<file path="src/rtl/uart_pkg.sv">
// Shared register map, status bit positions, oversampling constants and FSM
// state types for the wb_uart_serial UART.
package uart_pkg;

  localparam logic [1:0] ADDR_DATA   = 2'd0;
  localparam logic [1:0] ADDR_STATUS = 2'd1;
  localparam logic [1:0] ADDR_CTRL   = 2'd2;
  localparam logic [1:0] ADDR_DIV    = 2'd3;

  localparam int ST_RX_VALID   = 0;
  localparam int ST_RX_OVERRUN = 1;
  localparam int ST_TX_READY   = 2;
  localparam int ST_TX_BUSY    = 3;
  localparam int ST_FRAME_ERR  = 4;

  localparam int OVERSAMPLE = 16;

  // Tick-count values marking the end of a bit and the middle of a start bit.
  localparam logic [3:0] TICK_LAST = 4'(OVERSAMPLE - 1);
  localparam logic [3:0] TICK_HALF = 4'(OVERSAMPLE / 2 - 1);

  typedef enum logic [1:0] {
    RX_IDLE,
    RX_START,
    RX_DATA,
    RX_STOP
  } rx_state_e;

  typedef enum logic [1:0] {
    TX_IDLE,
    TX_START,
    TX_DATA,
    TX_STOP
  } tx_state_e;

endpackage

</file>
<file path="src/rtl/uart_rx_frame.sv">
// Receive framer: synchronises rxd, hunts for a start bit and shifts in one
// 8N1 frame, reporting a one-clock strobe with the byte and stop-bit status.
module uart_rx_frame
  import uart_pkg::*;
(
  input  logic       clk_i,
  input  logic       rst_i,
  input  logic       tick_i,
  input  logic       rxd_i,
  output logic [7:0] byte_o,
  output logic       byte_stb_o,
  output logic       frame_ok_o
);

  logic [1:0] sync_q;
  logic       prev_q;
  rx_state_e  state_q;
  logic [3:0] tcnt_q;
  logic [2:0] bitcnt_q;
  logic [7:0] shift_q;
  logic       stb_q;
  logic       ok_q;

  logic line;
  logic fall;

  assign line = sync_q[1];
  assign fall = prev_q & ~line;

  assign byte_o     = shift_q;
  assign byte_stb_o = stb_q;
  assign frame_ok_o = ok_q;

  // A start is confirmed only if the line is still low half a bit later.
  always_ff @(posedge clk_i or negedge rst_i) begin
    if (!rst_i) begin
      sync_q   <= 2'b11;
      prev_q   <= 1'b1;
      state_q  <= RX_IDLE;
      tcnt_q   <= '0;
      bitcnt_q <= '0;
      shift_q  <= '0;
      stb_q    <= 1'b0;
      ok_q     <= 1'b0;
    end else begin
      sync_q <= {sync_q[0], rxd_i};
      prev_q <= line;
      stb_q  <= 1'b0;
      case (state_q)
        RX_IDLE: begin
          if (fall) begin
            state_q <= RX_START;
            tcnt_q  <= '0;
          end
        end
        RX_START: begin
          if (tick_i) begin
            if (tcnt_q == TICK_HALF) begin
              tcnt_q   <= '0;
              bitcnt_q <= '0;
              state_q  <= line ? RX_IDLE : RX_DATA;
            end else begin
              tcnt_q <= tcnt_q + 4'd1;
            end
          end
        end
        RX_DATA: begin
          if (tick_i) begin
            tcnt_q <= tcnt_q + 4'd1;
            if (tcnt_q == TICK_LAST) begin
              shift_q  <= {line, shift_q[7:1]};
              bitcnt_q <= bitcnt_q + 3'd1;
              if (bitcnt_q == 3'd7) begin
                state_q <= RX_STOP;
              end
            end
          end
        end
        RX_STOP: begin
          if (tick_i) begin
            tcnt_q <= tcnt_q + 4'd1;
            if (tcnt_q == TICK_LAST) begin
              stb_q   <= 1'b1;
              ok_q    <= line;
              state_q <= RX_IDLE;
            end
          end
        end
        default: state_q <= RX_IDLE;
      endcase
    end
  end

endmodule

</file>
<file path="src/rtl/wb_uart_serial.sv">
// Zero-wait-state bus UART: register file, tick generator, transmit path with
// holding register and shifter, and the receive framer.
module wb_uart_serial
  import uart_pkg::*;
#(
  parameter logic [7:0] DIV_RESET = 8'd26
) (
  input  logic       wb_clk_i,
  input  logic       rst_i,
  input  logic       wb_cyc_i,
  input  logic       wb_we_i,
  input  logic [1:0] wb_addr_i,
  input  logic [7:0] wb_datw_i,
  output logic [7:0] wb_datr_o,
  output logic       int_o,
  input  logic       rxd_i,
  output logic       txd_o
);

  logic       rd_data;
  logic       rd_status;
  logic       wr_data;
  logic       wr_ctrl;
  logic       wr_div;

  logic [7:0] div_q;
  logic [7:0] div_d;
  logic [1:0] ctrl_q;
  logic [1:0] ctrl_d;
  logic [7:0] tick_cnt_q;
  logic       tick;

  logic [7:0] rx_byte;
  logic       rx_stb;
  logic       rx_ok;
  logic [7:0] rx_data_q;
  logic [7:0] rx_data_d;
  logic       rx_valid_q;
  logic       rx_valid_d;
  logic       rx_overrun_q;
  logic       rx_overrun_d;
  logic       frame_err_q;
  logic       frame_err_d;

  tx_state_e  tx_state_q;
  logic [3:0] tx_tcnt_q;
  logic [2:0] tx_bit_q;
  logic [7:0] tx_shift_q;
  logic [7:0] tx_hold_q;
  logic       tx_ready_q;
  logic       tx_busy_q;
  logic       txd_q;
  logic       tx_bit_end;
  logic       tx_take;
  logic       wr_accept;

  logic [7:0] status;

  assign rd_data   = wb_cyc_i & ~wb_we_i & (wb_addr_i == ADDR_DATA);
  assign rd_status = wb_cyc_i & ~wb_we_i & (wb_addr_i == ADDR_STATUS);
  assign wr_data   = wb_cyc_i &  wb_we_i & (wb_addr_i == ADDR_DATA);
  assign wr_ctrl   = wb_cyc_i &  wb_we_i & (wb_addr_i == ADDR_CTRL);
  assign wr_div    = wb_cyc_i &  wb_we_i & (wb_addr_i == ADDR_DIV);

  assign tick = (tick_cnt_q == 8'd0);

  always_ff @(posedge wb_clk_i or negedge rst_i) begin
    if (!rst_i) begin
      tick_cnt_q <= DIV_RESET;
    end else if (wr_div) begin
      tick_cnt_q <= wb_datw_i;
    end else if (tick) begin
      tick_cnt_q <= div_q;
    end else begin
      tick_cnt_q <= tick_cnt_q - 8'd1;
    end
  end

  uart_rx_frame u_rx (
    .clk_i      (wb_clk_i),
    .rst_i      (rst_i),
    .tick_i     (tick),
    .rxd_i      (rxd_i),
    .byte_o     (rx_byte),
    .byte_stb_o (rx_stb),
    .frame_ok_o (rx_ok)
  );

  // The pop is applied before a completing frame is considered, so a read
  // racing a new byte leaves rx_valid set without an overrun.
  always_comb begin
    rx_data_d    = rx_data_q;
    rx_valid_d   = rx_valid_q & ~rd_data;
    rx_overrun_d = rx_overrun_q & ~rd_status;
    frame_err_d  = frame_err_q & ~rd_status;
    if (rx_stb) begin
      if (!rx_ok) begin
        frame_err_d = 1'b1;
      end else if (rx_valid_d) begin
        rx_overrun_d = 1'b1;
      end else begin
        rx_data_d  = rx_byte;
        rx_valid_d = 1'b1;
      end
    end
  end

  always_comb begin
    ctrl_d = wr_ctrl ? wb_datw_i[1:0] : ctrl_q;
    div_d  = wr_div  ? wb_datw_i      : div_q;
  end

  always_ff @(posedge wb_clk_i or negedge rst_i) begin
    if (!rst_i) begin
      rx_data_q    <= '0;
      rx_valid_q   <= 1'b0;
      rx_overrun_q <= 1'b0;
      frame_err_q  <= 1'b0;
      ctrl_q       <= 2'b01;
      div_q        <= DIV_RESET;
    end else begin
      rx_data_q    <= rx_data_d;
      rx_valid_q   <= rx_valid_d;
      rx_overrun_q <= rx_overrun_d;
      frame_err_q  <= frame_err_d;
      ctrl_q       <= ctrl_d;
      div_q        <= div_d;
    end
  end

  assign tx_bit_end = tick & (tx_tcnt_q == TICK_LAST);
  assign tx_take    = ~tx_ready_q &
                      ((tx_state_q == TX_IDLE) | ((tx_state_q == TX_STOP) & tx_bit_end));
  assign wr_accept  = wr_data & (tx_ready_q | tx_take);

  // Holding register and shifter share one block so a write landing on the
  // edge the shifter empties the holding register is still accepted.
  always_ff @(posedge wb_clk_i or negedge rst_i) begin
    if (!rst_i) begin
      tx_state_q <= TX_IDLE;
      tx_tcnt_q  <= '0;
      tx_bit_q   <= '0;
      tx_shift_q <= '0;
      tx_hold_q  <= '0;
      tx_ready_q <= 1'b1;
      tx_busy_q  <= 1'b0;
      txd_q      <= 1'b1;
    end else begin
      if (wr_accept) begin
        tx_hold_q  <= wb_datw_i;
        tx_ready_q <= 1'b0;
      end else if (tx_take) begin
        tx_ready_q <= 1'b1;
      end
      case (tx_state_q)
        TX_IDLE: begin
          if (tx_take) begin
            tx_shift_q <= tx_hold_q;
            tx_busy_q  <= 1'b1;
            txd_q      <= 1'b0;
            tx_tcnt_q  <= '0;
            tx_state_q <= TX_START;
          end
        end
        TX_START: begin
          if (tick) begin
            tx_tcnt_q <= tx_tcnt_q + 4'd1;
            if (tx_bit_end) begin
              txd_q      <= tx_shift_q[0];
              tx_bit_q   <= '0;
              tx_state_q <= TX_DATA;
            end
          end
        end
        TX_DATA: begin
          if (tick) begin
            tx_tcnt_q <= tx_tcnt_q + 4'd1;
            if (tx_bit_end) begin
              if (tx_bit_q == 3'd7) begin
                txd_q      <= 1'b1;
                tx_state_q <= TX_STOP;
              end else begin
                tx_bit_q   <= tx_bit_q + 3'd1;
                tx_shift_q <= {1'b0, tx_shift_q[7:1]};
                txd_q      <= tx_shift_q[1];
              end
            end
          end
        end
        TX_STOP: begin
          if (tick) begin
            tx_tcnt_q <= tx_tcnt_q + 4'd1;
            if (tx_bit_end) begin
              if (tx_take) begin
                tx_shift_q <= tx_hold_q;
                txd_q      <= 1'b0;
                tx_state_q <= TX_START;
              end else begin
                tx_busy_q  <= 1'b0;
                tx_state_q <= TX_IDLE;
              end
            end
          end
        end
        default: tx_state_q <= TX_IDLE;
      endcase
    end
  end

  assign txd_o = txd_q;
  assign int_o = (rx_valid_q & ctrl_q[0]) | (tx_ready_q & ctrl_q[1]);

  always_comb begin
    status                = '0;
    status[ST_RX_VALID]   = rx_valid_q;
    status[ST_RX_OVERRUN] = rx_overrun_q;
    status[ST_TX_READY]   = tx_ready_q;
    status[ST_TX_BUSY]    = tx_busy_q;
    status[ST_FRAME_ERR]  = frame_err_q;
  end

  always_comb begin
    wb_datr_o = 8'h00;
    if (wb_cyc_i) begin
      case (wb_addr_i)
        ADDR_DATA:   wb_datr_o = rx_data_q;
        ADDR_STATUS: wb_datr_o = status;
        ADDR_CTRL:   wb_datr_o = {6'b0, ctrl_q};
        default:     wb_datr_o = div_q;
      endcase
    end
  end

endmodule

</file>
<file path="config.mk">
export PLATFORM = sky130hd
export DESIGN_NAME = wb_uart_serial
export DESIGN_NICKNAME = d
export VERILOG_FILES = /design/src/rtl/uart_pkg.sv /design/src/rtl/uart_rx_frame.sv /design/src/rtl/wb_uart_serial.sv
export SDC_FILE = /design/constraint.sdc
export NUM_CORES = 1
export LEC_CHECK = 0
export ABC_AREA = 1
export CAP_MARGIN = 20
export CORE_MARGIN = 8
export CORE_UTILIZATION = 50
export DETAILED_ROUTE_END_ITERATION = 12
export GPL_ROUTABILITY_DRIVEN = 0
export PLACE_DENSITY = 0.71
export SETUP_SLACK_MARGIN = 0.1
export SLEW_MARGIN = 0
export SYNTH_ARGS = -nofsm -noshare
export SYNTH_HDL_FRONTEND = slang
export SYNTH_SLANG_ARGS = --single-unit
</file>
<file path="constraint.sdc">
create_clock -name wb_clk_i -period 1.72 [get_ports wb_clk_i]
set_input_delay 0.344 -clock wb_clk_i [delete_from_list [all_inputs] [get_ports wb_clk_i]]
set_output_delay 0.344 -clock wb_clk_i [all_outputs]
set_load 0.05 [all_outputs]
</file>
# Word level (Yosys, flattened, before mapping)
# Cells that the tools add are included.
totals:
  ff_bits: 79
  input_bits: 15
  out_inout_bits: 10
  word_cells: 186
op_classes:
  n_addsub: 5
  eq_ne: 34
  muxes: 75
  bitwise: 26
  n_reduce_logical: 23
op_table:
  columns: ["operator", "count"]
  rows:
  - ["8-bit 2-to-1 mux", 9]
  - ["8-bit case mux with 3 select lines", 2]
  - ["2-bit 2-to-1 mux", 17]
  - ["3-bit 2-to-1 mux", 9]
  - ["2-bit inequality test (second input constant)", 13]
  - ["1-bit 2-to-1 mux", 24]
  - ["4-bit 2-to-1 mux", 6]
  - ["6-bit AND reduction", 3]
  - ["1-bit AND", 17]
  - ["2-bit case mux with 4 select lines", 2]
  - ["8-bit AND reduction", 2]
  - ["2-bit by 1-bit inequality test with 1-bit output (second input constant)", 7]
  - ["2-bit == test (second input constant)", 6]
  - ["3-bit case mux with 2 select lines", 2]
  - ["4-bit case mux with 3 select lines", 1]
  - ["3-bit AND reduction", 4]
  - ["5-bit AND reduction", 2]
  - ["4-bit by 1-bit adder with 4-bit output (second input constant)", 2]
  - ["4-bit == test (second input constant)", 2]
  - ["8-bit logical NOT", 1]
  - ["4-bit case mux with 2 select lines", 1]
  - ["2-bit nonzero test", 4]
  - ["8-bit by 1-bit subtractor with 8-bit output (second input constant)", 1]
  - ["3-bit by 1-bit adder with 3-bit output (second input constant)", 2]
  - ["other kinds (12)", 24]

# Longest topological paths before layout
# Gate-level depths: netlist of run 1.
depth:
  ltp_word: 9
  depth_mapped: 12

# Modules after synthesis
# A second synthesis of run 1 with hierarchy kept.
unflattened:
  hier_cells: 502
  hier_area_um2: 4151.5
by_module_without_submodules:
  columns: ["module", "instances", "cells_per_inst", "area_each_um2", "seq_area_each_um2"]
  rows:
  - ["wb_uart_serial", 1, 394, 3125.5, 1437.6]
  - ["uart_rx_frame", 1, 108, 1026.0, 554.3]

# Least setup slack after synthesis of run 1
# Ideal clock, no wire load.
synth_timing:
  path_type: "input to output"
  startpoint: "input port wb_addr_i[1]"
  endpoint: "output port wb_datr_o[5]"
  t_arrival_ps: 1394
  required_time_ps: 1376
  path_slack_ps: -18
  cell_stages: 3
  path_buffers: 0
  cell_sequence: "nor2_4 -> nand2_1 -> a21oi_1"
synth_via:
  elab_chain_cells: 3
synth_rtl:
  columns: ["element", "line", "text"]
  rows:
  - ["start: declaration", "wb_uart_serial.sv:12", "input logic [1:0] wb_addr_i,"]
  - ["2-bit == test, or another cell as far along", "wb_uart_serial.sv:225", "case (wb_addr_i)"]
  - ["8-bit case mux with 3 select lines (*)", "wb_uart_serial.sv:225", null]
  - ["8-bit 2-to-1 mux (*)", "wb_uart_serial.sv:224", "if (wb_cyc_i) begin"]
  - ["end: declaration", "wb_uart_serial.sv:14", "output logic [7:0] wb_datr_o,"]
# Every way passes the cells marked *; elsewhere a longest branch is shown, timed or not.

# Worst setup path after layout of run 1
layout_timing:
  startpoint: "register div_q[3]"
  endpoint: "output port wb_datr_o[3]"
layout_via:
  elab_chain_cells: 2
layout_rtl:
  columns: ["element", "line", "text"]
  rows:
  - ["start: declaration", "wb_uart_serial.sv:26", "logic [7:0] div_q;"]
  - ["start signal: assignment", "wb_uart_serial.sv:127", "div_q <= div_d;"]
  - ["8-bit case mux with 3 select lines", "wb_uart_serial.sv:225", null]
  - ["8-bit 2-to-1 mux", "wb_uart_serial.sv:224", null]
# No other way between the ends.

==> flow_summary.ini, run 1 <==
[status]
run_status = complete, but fails checks
violations = setup timing

[run]
maxCapViolCount = 0

[layout]
fin_nets = 578
drive_gt1_share_pct = 32.4
fin_util_pct = 66.5
areaGrowthSynthToFinish_pct = 30.6
fin_cells = 660
n_antenna_cell = 0

[timing]
hold_viol_final = 0
worst_pin_slew_ns = 0.480
layout_min_cycle_time_ns = 1.76
slew_viol_final = 0
slew_headroom_pct = 67.9
worst_slack_ns = -0.0448
finalCritPeriodShare_pct = 103
fin_tns_setup_ns = -0.0579
fmax_mhz = 567
fin_worst_skew_ns = 0.0143
rsz0062_at_grt = yes
setup_violations = 2

[clocking]
htreeDepth = 3
cts_buffers = 9
clkTransAtPathRegs_ns = 0.08
clk_latency_ns = 0.35
cts_tree = done
cts_root_buf = clkbuf_8
clock_sinks = 79
cts_buffer_depth = 2

[grt]
grt-ovfl-total = 0
grt_max_degree = 34
grt_use_met1_pct = 21.3
grt.total_usage_pct = 16.8
busiest_layer = met2
globalRouteMet3Util_pct = 4.02
grt_pass1_vias = 3302
met2_usage_pct = 27.2
antenna_found_initial = 0
grt_first_pass_wirelength_um = 15500

[place]
dp_cells = 625
io_buffers = 24
hpwl_um = 6580
dp_slack_ns = -0.362

[power]
power_density_nw_per_um2 = 1060
peakVddDrop_mv = 0.496
power_leakage_nw = 2.44

[routing]
wl_per_cell_um = 14.2
vias = 3359
drt_iter0_drc = 158
drt-pass1-iter-count = 5
wl_um = 9370
vias_per_cell = 5.09
ant_nets = 0
remaining_drc_errors = 0

[die]
start_util_pct = 50.9
fp-row-count = 33
fp.coreArea_sq_um = 8090
io_pins = 25
die_w_um = 107
die_h_um = 107
die_area_sq_um = 11400

[critical_path]
r2r-end = tx_shift_q[1]
start_kind = flop
critPathBufInv = 3
crit_required_ns = 1.38
crit_fanout = 2
r2r_start = tx_state_q[1]
reg2regPathDepth = 9
cp-endpoint = wb_datr_o[3]
crit_cells = 5
path_delay_family = flip-flops
cpMaxStageDelayCell = dfstp_2
crit_top_cell = inv_2
critPathKind = reg2out
crit_start = div_q[3]
crit_chain = inv_2, o211ai_1, nand2_1, inv_2, buf_12
rrSetupSlack_ns = 0.06
end_kind = primary output
max_stage_delay_ns = 0.54
arrival_ns = 1.42

[hold_path]
hp-start = u_rx.sync_q[0]
hold_class = reg2reg

[synth]
synth.avg_cell_area_sq_um = 8.50
synth_fp_nets = 513
netlist_instances = 485
synthesis.area_sq_um = 4120
yosys.cell_types.count = 40
ys_ff_latch = 79
seq_area_frac_synth_pct = 48.3
async_flop_share_pct = 100
synth_flop_cell = dfrtp_1
yosys_warnings = 0
synth-edff-count = 0
==> cell type report <==
class | count | area [sq um]
Fill cell | 646 | 2710
Multi-Input combinational cell | 331 | 2090
Sequential cell | 79 | 1990
Timing Repair Buffer | 62 | 666
Inverter | 67 | 256
Clock buffer | 11 | 141
Tap cell | 105 | 131
Clock inverter | 5 | 106
==> sequential cells by signal (all words and copies together) (netlist names), 2 cells and up, named ones only <==
register and cells:
div_q 8, u_rx.sync_q 2, tx_hold_q 8, rx_data_q 8
tx_bit_q 3, u_rx.bitcnt_q 3, tick_cnt_q 8, tx_tcnt_q 4
u_rx.tcnt_q 4, ctrl_q 2, u_rx.byte_o 8, tx_state_q 2
tx_shift_q 8
==> how the worst min path moves through the flow <==
stage                      to  cells after the start
6_report       u_rx.sync_q[1]                      0
5_1_grt        u_rx.sync_q[1]                      0
4_1_cts        u_rx.sync_q[1]                      0
3_5_place_dp      tx_bit_q[2]                      1
3_3_place_gp   u_rx.tcnt_q[1]                      1
2_1_floorplan       async pin                      0
==> Yosys cell counts, types with 6 or more instances <==
cell     count  area share [%]
a21oi_1     10             1.2
ha_1        13             3.9
o21ai_0     50             6.1
nand2_1    144              13
nand3_1     20             2.4
dfrtp_1     67              41
nor2_1      21             1.9
o21a_1       6             1.1
o21ai_2     13             2.8
inv_2        6            0.55
inv_1       60             5.5
dfstp_2     12             7.7
==> layout by cell type, fill, tap and decap left out, drive strengths merged, types with 6 or more instances in the layout <==
cell type,n
nor2,27
inv,67
ha,13
clkbuf,11
clkdlybuf4s50,10
nand3,24
o21a,6
dfstp,12
nand2,156
a21oi,11
o21ai,69
buf,50
dfrtp,67
==> logic make-up (layout without fill, tap and decap cells) <==
group	after synthesis	count (layout)	synth area share, %
and+or+nand+nor	210	212	22.9
xor gates and xnor gates	7	7	1.49
adders and majority gates	13	13	3.95
AOI/OAI and AO/OA	98	98	15.1
buffers and inverters	77	145	8.01
muxes	1	1	0.243
DFF	79	79	48.3
==> where the power goes <==
part	internal, mW	switching (mW)
clock network	1.01	0.688
registers	2.19	0.207
logic	0.660	0.939
total	3.86	1.83
==> routing by layer <==
| metal | routed length (um) | vias up |
|---|---|---|
| met5 | 0 | - |
| met4 | 216 | 0 |
| met3 | 264 | 15 |
| met2 | 4610 | 58 |
| met1 | 4280 | 1593 |
| li1 | - | 1693 |
==> per-stage QoR <==
stage	hold slack, ns	power, mW	instance area [sq um]
after floorplan	0.0484	3.35	4130
after global placement	0.256	3.70	4700
after detailed placement	0.263	3.77	4700
after CTS	0.360	5.55	5120
after global routing	0.365	6.04	5380
final	0.360	5.69	5380
==> timing repair <==
| item | CTS | global route |
|---|---|---|
| setup buffers | 7 | 10 |
| endpoints found under the hold margin | 16 | 0 |
| setup endpoints to repair | 39 | 40 |
| cloned | 2 | 0 |
| pin swaps | 20 | 21 |
| hold buffers | 1 | 0 |
| gates resized for setup | 39 | 56 |
Power figures use the tool's default switching activity.
==> run 2, diff against run 1 <==
--- a/config.mk
+++ b/config.mk
@@ -11,7 +11,8 @@
 export CORE_UTILIZATION = 50
 export DETAILED_ROUTE_END_ITERATION = 12
 export GPL_ROUTABILITY_DRIVEN = 0
-export PLACE_DENSITY = 0.71
+export MAX_ROUTING_LAYER = met4
+export PLACE_DENSITY = 0.68
 export SETUP_SLACK_MARGIN = 0.1
 export SLEW_MARGIN = 0
 export SYNTH_ARGS = -nofsm -noshare
==> run 2 against run 1 <==
Net effect:
- the run now ends clean
- non-clock buffer count grew 6
- die area unchanged
- cell count is 0.91% higher
- worst setup slack improved by 0.046 ns
- global-route usage up 0.65 points
- sequential power about the same
- total power is 8.2% lower
- critical path type unchanged
- critical endpoint unchanged
- largest cell class unchanged
- largest power group unchanged
- highest routed layer unchanged
==> flow_summary.ini, run 2 (synthesized netlist as in run 1, its figures left out) <==
[die]
io_pins = 25
fp-row-count = 33
die_h_um = 107
die_w_um = 107
start_util_pct = 50.9
die_area_sq_um = 11400
fp.coreArea_sq_um = 8090

[clocking]
cts_root_buf = clkbuf_8
clk_latency_ns = 0.36
cts_tree = done
cts_buffer_depth = 2
cts_buffers = 9
htreeDepth = 3
clkTransAtPathRegs_ns = 0.08
clock_sinks = 79

[layout]
fin_util_pct = 65.5
drive_gt1_share_pct = 32.1
layout_commonest_cell = nand2_1
n_antenna_cell = 0
fin_cells = 666
areaGrowthSynthToFinish_pct = 28.7
layout_common_cells = 131 x nand2_1, 67 x dfrtp_1, 45 x o21ai_0, 44 x inv_1, 40 x buf_4
fin_nets = 584

[routing]
wl_per_cell_um = 14.2
vias = 3403
drt_iter0_drc = 149
drt-pass1-iter-count = 4
ant_nets = 0
vias_per_cell = 5.11
wl_um = 9480
remaining_drc_errors = 0

[power]
power_density_nw_per_um2 = 985
power_leakage_nw = 2.43
power_switching_mw = 1.79
pwr-share-comb_pct = 29.8
sw_frac_of_total_pct = 34.3
total_power_mw = 5.22
clockPowerShare_pct = 24.6
peakVddDrop_mv = 0.438
pwr-share-seq_pct = 45.6
p_int_mw = 3.43

[hold_path]
hold_class = reg2reg
min_path_cells = 0

[grt]
grt_first_pass_wirelength_um = 15800
grt_max_degree = 34
grt-ovfl-total = 0
antenna_found_initial = 0
grt.total_usage_pct = 17.5
grt_pass1_vias = 3385

[critical_path]
crit_fanout = 2
start_kind = flop
crit_required_ns = 1.38
reg2regPathDepth = 11
arrival_ns = 1.37
end_kind = primary output
critPathKind = reg2out

[timing]
worst_pin_slew_ns = 0.439
hold_viol_final = 0
setup_violations = 0
slew_headroom_pct = 70.8
rsz0062_at_grt = yes
slew_viol_final = 0
layout_min_cycle_time_ns = 1.72
fin_tns_setup_ns = 0
fin_worst_skew_ns = 0.0135
finalCritPeriodShare_pct = 99.9
fmax_mhz = 582

[status]
run_status = finished, final reports clean

[run]
maxCapViolCount = 0

[place]
io_buffers = 24
dp_cells = 627
hpwl_um = 6760
==> run 2: changes by cell type in the layout (fill, tap and decap cells not counted), sizes merged <==
cell / previous run / this run
buf: 50 / 55
bufinv: 3 / 0
clkdlybuf4s15: 0 / 1
clkinv: 1 / 2
clkinvlp: 1 / 3
==> run 2: worst max-delay path, stage by stage (launching register included) <==
cell      delay [ns]
dfstp_2         0.54
inv_2           0.04
o211ai_1        0.15
nand2_1         0.09
inv_2           0.08
buf_12          0.13
==> run 2: power groups by stage <==
stage                     Clock [mW]  Sequential, mW  Combinational [mW]
final                           1.28            2.38                1.56
after global routing            1.39            2.42                1.77
after CTS                       1.31            2.38                1.45
after detailed placement           0            2.41                1.36
after global placement             0            2.41                1.30
after floorplan                    0            2.36               0.982
==> run 2: area by class of cell <==
class	instances	area, sq um
fillers	665	2790
inverters	67	256
well taps	105	131
repair buffers	68	681
clock buffers	11	151
clock inverters	5	32.5
multi-input cells	331	2060
flip-flops and latches	79	1990
==> run 2: timing repair <==
action,4_1_cts,5_1_grt
endpoints found under the setup margin,49,41
gates resized for setup,28,55
setup buffers,8,12
hold buffers,1,0
cloned,0,2
hold endpoints to repair,19,0
pin swaps,13,25
==> run 2: stage by stage <==
step / hold WS (ns) / instance area [sq um] / setup slack [ns]
floorplan: 0.0484 / 4130 / 0.106
CTS: 0.359 / 5010 / -0.0224
global route: 0.364 / 5300 / -0.0857
finish: 0.358 / 5300 / 0.00153
detailed placement: 0.320 / 4700 / -0.329
global placement: 0.316 / 4700 / -0.267
==> run 2: path summary, 6_finish.rpt <==
check	startpoint	slack, ns	to
min reg2reg	u_rx.sync_q[0]	0.36	u_rx.sync_q[1]
max in group asynchronous	rst_i	0.67	tick_cnt_q[7]
max reg2reg	tick_cnt_q[1]	0.12	tx_shift_q[1]
max	div_q[3]	0.002	wb_datr_o[3]
min	u_rx.sync_q[0]	0.36	u_rx.sync_q[1]
min in group asynchronous	rst_i	0.46	tx_bit_q[2]
==> run 2: per-layer routing <==
metal	wire (um)	vias up	global-route usage [%]	part of all wire, %
met5	0	-	-	0
li1	-	1694	-	-
met4	192	0	5.83	2.0
met1	4300	1635	21.7	45
met2	4720	59	27.6	50
met3	261	15	4.08	2.8
